==> config.mk <==
export PLATFORM = sky130hd
export DESIGN_NAME = exec_sequencer
export DESIGN_NICKNAME = d
export VERILOG_FILES = /design/src/rtl/exec_sequencer.sv
export SDC_FILE = /design/constraint.sdc
export NUM_CORES = 1
export LEC_CHECK = 0
export BUFFER_PORTS_ARGS = -buffer_cell sky130_fd_sc_hd__clkbuf_2
export CORE_MARGIN = 2
export CORE_UTILIZATION = 39
export DETAILED_ROUTE_END_ITERATION = 7
export GPL_TIMING_DRIVEN = 0
export PLACE_DENSITY = 0.78
export SLEW_MARGIN = 0
export SYNTH_ARGS = -nofsm -noshare
export SYNTH_HDL_FRONTEND = slang
export SYNTH_SLANG_ARGS = --single-unit
export TNS_END_PERCENT = 50
==> constraint.sdc <==
create_clock -name clk_pi -period 1.5 [get_ports clk_pi]
set_clock_uncertainty 0.05 [all_clocks]
set_input_delay 0.15 -clock clk_pi [delete_from_list [all_inputs] [get_ports clk_pi]]
set_output_delay 0.15 -clock clk_pi [all_outputs]
set_load 0.01 [all_outputs]
==> src/rtl/exec_sequencer.sv <==
// exec_sequencer: issue/execute FSM decoding 16-bit instructions into ALU controls, owning carry/borrow flags, LOAD/STOR memory handshake and register write-back
module exec_sequencer (
  input  logic        clk_pi,
  input  logic        rst_n_pi,
  input  logic        instr_valid_pi,
  output logic        instr_ready_po,
  input  logic [15:0] instr_pi,
  output logic        arith_2op_po,
  output logic        arith_1op_po,
  output logic        addi_po,
  output logic        subi_po,
  output logic        load_or_store_po,
  output logic        stc_cmd_po,
  output logic        stb_cmd_po,
  output logic [2:0]  alu_func_po,
  output logic [5:0]  immediate_po,
  output logic        carry_in_po,
  output logic        borrow_in_po,
  output logic [2:0]  reg1_addr_po,
  output logic [2:0]  reg2_addr_po,
  input  logic [15:0] reg2_data_pi,
  input  logic [15:0] alu_result_pi,
  input  logic        carry_out_pi,
  input  logic        borrow_out_pi,
  output logic        mem_req_po,
  output logic        mem_we_po,
  output logic [15:0] mem_addr_po,
  output logic [15:0] mem_wdata_po,
  input  logic        mem_ack_pi,
  input  logic [15:0] mem_rdata_pi,
  output logic        reg_we_po,
  output logic [2:0]  reg_waddr_po,
  output logic [15:0] reg_wdata_po,
  output logic        branch_req_po,
  output logic        halted_po
);
  typedef enum logic [2:0] {IDLE, EXEC, MEM, WB, HALTED} state_t;
  state_t state_q, state_d;
  logic [15:0] ir_q, ir_d, res_q, res_d;
  logic carry_q, carry_d, borrow_q, borrow_d;
  logic [3:0] op;
  logic is_load, is_stor, is_movi, is_ctl, soft_rst, halt, to_wb;
  logic in_exec, in_mem, in_wb;
  assign op       = ir_q[15:12];
  assign is_load  = op == 4'h6;
  assign is_stor  = op == 4'h7;
  assign is_movi  = op == 4'h3;
  assign is_ctl   = op == 4'hF;
  assign soft_rst = is_ctl && ir_q[11:0] == 12'hAAA;
  assign halt     = is_ctl && ir_q[11:0] == 12'hFFF;
  assign to_wb    = op == 4'h1 || op == 4'h2 || op == 4'h3 || op == 4'h4 || op == 4'h5;
  assign in_exec  = state_q == EXEC;
  assign in_mem   = state_q == MEM;
  assign in_wb    = state_q == WB;
  always_comb begin
    state_d  = state_q;
    ir_d     = ir_q;
    res_d    = res_q;
    carry_d  = carry_q;
    borrow_d = borrow_q;
    case (state_q)
      IDLE: if (instr_valid_pi) begin
        ir_d    = instr_pi;
        state_d = EXEC;
      end
      EXEC: begin
        res_d    = alu_result_pi;
        carry_d  = soft_rst ? 1'b0 : carry_out_pi;
        borrow_d = soft_rst ? 1'b0 : borrow_out_pi;
        state_d  = halt ? HALTED : (is_load || is_stor) ? MEM : to_wb ? WB : IDLE;
      end
      MEM: if (mem_ack_pi) begin
        res_d   = is_load ? mem_rdata_pi : res_q;
        state_d = is_load ? WB : IDLE;
      end
      WB: state_d = IDLE;
      default: state_d = HALTED;
    endcase
  end
  always_ff @(posedge clk_pi or negedge rst_n_pi) begin
    if (!rst_n_pi) begin
      state_q  <= IDLE;
      ir_q     <= '0;
      res_q    <= '0;
      carry_q  <= 1'b0;
      borrow_q <= 1'b0;
    end else begin
      state_q  <= state_d;
      ir_q     <= ir_d;
      res_q    <= res_d;
      carry_q  <= carry_d;
      borrow_q <= borrow_d;
    end
  end
  assign instr_ready_po   = state_q == IDLE;
  assign arith_2op_po     = in_exec && op == 4'h1;
  assign arith_1op_po     = in_exec && op == 4'h2;
  assign addi_po          = in_exec && op == 4'h4;
  assign subi_po          = in_exec && op == 4'h5;
  assign load_or_store_po = in_exec && (is_load || is_stor);
  assign stc_cmd_po       = in_exec && is_ctl && ir_q[11:0] == 12'h001;
  assign stb_cmd_po       = in_exec && is_ctl && ir_q[11:0] == 12'h002;
  assign alu_func_po      = ir_q[2:0];
  assign immediate_po     = ir_q[5:0];
  assign carry_in_po      = carry_q;
  assign borrow_in_po     = borrow_q;
  assign reg1_addr_po     = ir_q[8:6];
  assign reg2_addr_po     = is_stor ? ir_q[11:9] : ir_q[5:3];
  assign mem_req_po       = in_mem;
  assign mem_we_po        = in_mem && is_stor;
  assign mem_addr_po      = in_mem ? res_q : '0;
  assign mem_wdata_po     = mem_we_po ? reg2_data_pi : '0;
  assign reg_we_po        = in_wb;
  assign reg_waddr_po     = in_wb ? ir_q[11:9] : '0;
  assign reg_wdata_po     = in_wb ? (is_movi ? {{10{ir_q[5]}}, ir_q[5:0]} : res_q) : '0;
  assign branch_req_po    = in_exec && op >= 4'h8 && op <= 4'hC;
  assign halted_po        = state_q == HALTED;
endmodule

# Yosys cells after proc, flatten, opt, wreduce, memory -nomap -nowiden
# Index checks and enable logic that the tools add are counted.
# Widths: inputs -> output; s select.
# totals
ff_bits,37
inputBits,70
out_inout_bits,81
elab_cells,67
# op_classes
n_lt_le_gt_ge,2
n_eq_ne,19
muxes,18
n_reduce_logical,23
# op_table
op,count
$mux 16,6
$pmux 16 s2,1
$eq 12x12->1 const B,2
$eq 4x3->1 const B,4
$mux 3,5
$logic_and 1x1->1,13
$eq 12x1->1 const B,1
$eq 12x2->1 const B,1
$pmux 3 s4,1
$eq 4x2->1 const B,2
$eq 3x2->1 const B,2
$mux 2,3
$ne 2x2->1 const B,3
$logic_or 1x1->1,5
$eq 4x1->1 const B,1
$eq 4x4->1 const B,1
$ge 4x4->1 const B,1
$le 4x4->1 const B,1
$reduce_and 2->1,2
$eq 3x1->1 const B,1
$eq 3x3->1 const B,1
$logic_not 3->1,1
$reduce_and 3->1,1
$mux 1,2
$reduce_bool 2->1,1

# Logic depth before layout (Yosys ltp)
# logic_depth
ltp_word,9
depth_mapped,6
depth_no_buf,4

# Worst setup path after synthesis
# OpenSTA, ideal clock, no wires.
# synth_timing
path_kind,register to output
start,register ir_q[4]
end,output port stc_cmd_po
arrival_ps,1398
required_ps,1300
slack_ps,-98
stages_incl_launch_ff,5
path_buffers,0
cell_sequence,dfrtp_1 or4_4 nor2_2 nand4_1 nor3_2
# synth_via
elab_chain_cells,2
# synth_lines
item,line_no,text
from (decl),39,"logic [15:0] ir_q, ir_d, res_q, res_d;"
from (signal assigned),89,ir_q <= ir_d;
$eq 12x1->1,101,assign stc_cmd_po = in_exec && is_ctl && ir_q[11:0] == 12'h001;
$logic_and 1x1->1,101,
to (decl),13,"output logic stc_cmd_po,"
# Every way passes these cells.

# Worst setup path after layout
# layout_timing
start,register ir_q[10]
end,output port stc_cmd_po
# The elaborated chain is that of the path after synthesis.

==> flow_summary.json <==
{
  "fin_crit_ns": 1.931,
  "cap_violations": 0,
  "start_util_pct": 40.59,
  "cts_buffers": 5,
  "die_w_um": 82.73,
  "r2r_cells": 7,
  "whs_endpoint": "state_q[1]",
  "nNetsFinal": 536,
  "final_cell_mix": "87 x clkbuf_2, 54 x buf_2, 41 x nor2_1",
  "syn_inst": 276,
  "r2r_end": "res_q[1]",
  "fmax_ghz": 0.5178,
  "antenna_found_initial": 0,
  "coreArea_um2": 5956,
  "worstHoldPathCells": 2,
  "wl_mm": 8.393,
  "cts_root_buf": "clkbuf_8",
  "hold_start": "mem_ack_pi",
  "violations": "setup timing",
  "status": "finished with violations",
  "area_growth_pct": 68.12,
  "relSlewSlack_pct": 37.81,
  "setup_ws_ns": -0.4312,
  "dieArea_um2": 6844,
  "min_path_type": "in2reg",
  "place_congestion": 0.8084,
  "async_reset_ff_share_pct": 100.0,
  "wl_per_cell_um": 15.49,
  "clk_latency_ns": 0.28,
  "period_share_pct": 128.7,
  "r2r-start": "ir_q[13]",
  "viasPerCell": 5.070,
  "clk_pin_slew_ns": 0.08,
  "yosysWarnings": 0,
  "vias": 2748,
  "hpwlAfterDp_mm": 5.682,
  "drtIter0Drc": 103,
  "synth_area_um2": 2417,
  "ir_worst_vdd_v": 0.0009754,
  "fillerInstances": 471,
  "critPathLaunch": "ir_q[10]",
  "grt_pass1_wl_mm": 11.33,
  "synth_edf_count": 0,
  "worst_ep_arrival_time_ns": 1.73,
  "ys_types": 43,
  "end_kind": "output pin",
  "grt_setup_unrepaired": "yes",
  "cts_tree": "done",
  "cts_sinks": 37,
  "final_layout_size_suffix_gt1_share_pct": 63.17,
  "grt_usage_pct": 22.03,
  "rrSetupSlack_ns": -0.28,
  "total_power_mw": 7.427,
  "grt_pass1_vias": 2398,
  "fin_hold_ws_ns": 0.01691,
  "drc": 0,
  "cts_buffer_depth": 2,
  "drt-pass1-iter-count": 4,
  "ios": 151,
  "worstMarginPinSlew_ns": 0.9328,
  "avgSynthCellArea_um2": 8.758,
  "hold_viol": 0,
  "worst_setup_path_start_kind": "flop",
  "crit_type": "reg2out",
  "rows": 28,
  "synthFlopType": "dfrtp_1",
  "crit_required_ns": 1.30,
  "syn_nets": 346,
  "final_common_cell": "clkbuf_2",
  "critical_path_peak_fanout": 2,
  "port_buffers": 150,
  "power.density_nw_per_um2": 1828,
  "final_util_pct": 68.24,
  "grt_max_degree": 38,
  "drv_slew": 0,
  "overflow": 0,
  "yosysSeqAreaShare_pct": 38.30,
  "diodes": 0,
  "p_leak_nw": 2.155,
  "drtAntennaViolNets": 0,
  "die_h_um": 82.73,
  "synth.ff_latch_count": 37,
  "setup_viol": 97,
  "htreeDepth": 2
}
[logic make-up after synthesis]
| family | share of synthesized area [%] |
|---|---|
| AO/OA/AOI/OAI | 11.13 |
| multiplexers | 9.524 |
| buffers and inverters | 9.058 |
| AND/OR/NAND/NOR | 31.99 |
| flip-flops | 38.30 |
[how the worst max path moves through the flow]
stage | endpoint | slack [ns] | cells after the start
after detailed placement | mem_wdata_po[12] | -0.32 | 6
final | stc_cmd_po | -0.43 | 5
after floorplan | stc_cmd_po | -0.01 | 4
after CTS | stc_cmd_po | -0.47 | 5
after global routing | stc_cmd_po | -0.51 | 5
after global placement | mem_wdata_po[12] | -0.30 | 6
[state kept, by name, indices dropped and copies added, names as in the netlist]
name,cells
borrow_in_po,1
carry_in_po,1
ir_q,16
res_q,16
state_q,3
[Yosys cell counts (6+ instances only)]
library cell / count / share of area [%]
a21oi_1: 11 / 2.3
and2_1: 33 / 8.5
buf_2: 10 / 2.1
buf_4: 13 / 4.0
dfrtp_1: 37 / 38
inv_1: 6 / 0.93
mux2_4: 12 / 7.5
nand2_1: 28 / 4.3
nor2_1: 48 / 7.5
o21ai_0: 8 / 1.7
o22ai_1: 16 / 4.1
[worst max-delay path: stages (launching register included)]
cell and delay (ns):
dfrtp_1 0.39, or4_4 0.54, nor2_2 0.09, nand4_1 0.13, nor3_2 0.16, buf_2 0.16
[report_power, final]
| part | leakage [nW] | switching [mW] | internal (mW) |
|---|---|---|---|
| clock | 0.0585 | 0.347 | 0.542 |
| combinational | 1.67 | 2.20 | 2.29 |
| sequential | 0.425 | 0.555 | 1.49 |
| total | 2.16 | 3.11 | 4.32 |
[per-stage QoR]
| stage | cells | setup TNS (ns) | instance area, µm² | setup slack [ns] |
|---|---|---|---|---|
| after floorplan | 276 | -0.1426 | 2437 | -0.01286 |
| after global placement | 501 | -10.16 | 3282 | -0.2970 |
| after detailed placement | 501 | -11.19 | 3282 | -0.3183 |
| after CTS | 531 | -24.08 | 3749 | -0.4654 |
| after global routing | 542 | -28.90 | 4064 | -0.5103 |
| final | 542 | -22.25 | 4064 | -0.4312 |
[final cells by class]
cell class	count	area [µm²]	share of cell area (%)
Buffer	29	289.0	7.112
Clock buffer	7	86.33	2.124
Clock inverter	1	30.03	0.7389
Inverter	7	33.78	0.8313
Multi-Input combinational cell	203	1486	36.58
Sequential cell	37	930.9	22.91
Tap cell	75	93.84	2.309
Timing Repair Buffer	183	1114	27.40
[layer usage]
metal	track usage (%)	vias to the layer above	share of wire (%)
li1	-	1312	-
met1	26.72	1295	40
met2	38.95	133	52
met3	4.239	8	7.2
met4	7.541	0	1.3
met5	0	-	0
[what timing repair did]
action                                  4_1_cts  5_1_grt
gates resized for setup                      55      126
endpoints found under the hold margin        37        0
pin swaps                                    11       26
endpoints found under the setup margin       89       98
hold buffers                                  1        0
cloned                                        2        2
setup buffers                                19        9
Power figures use the tool's default switching activity.
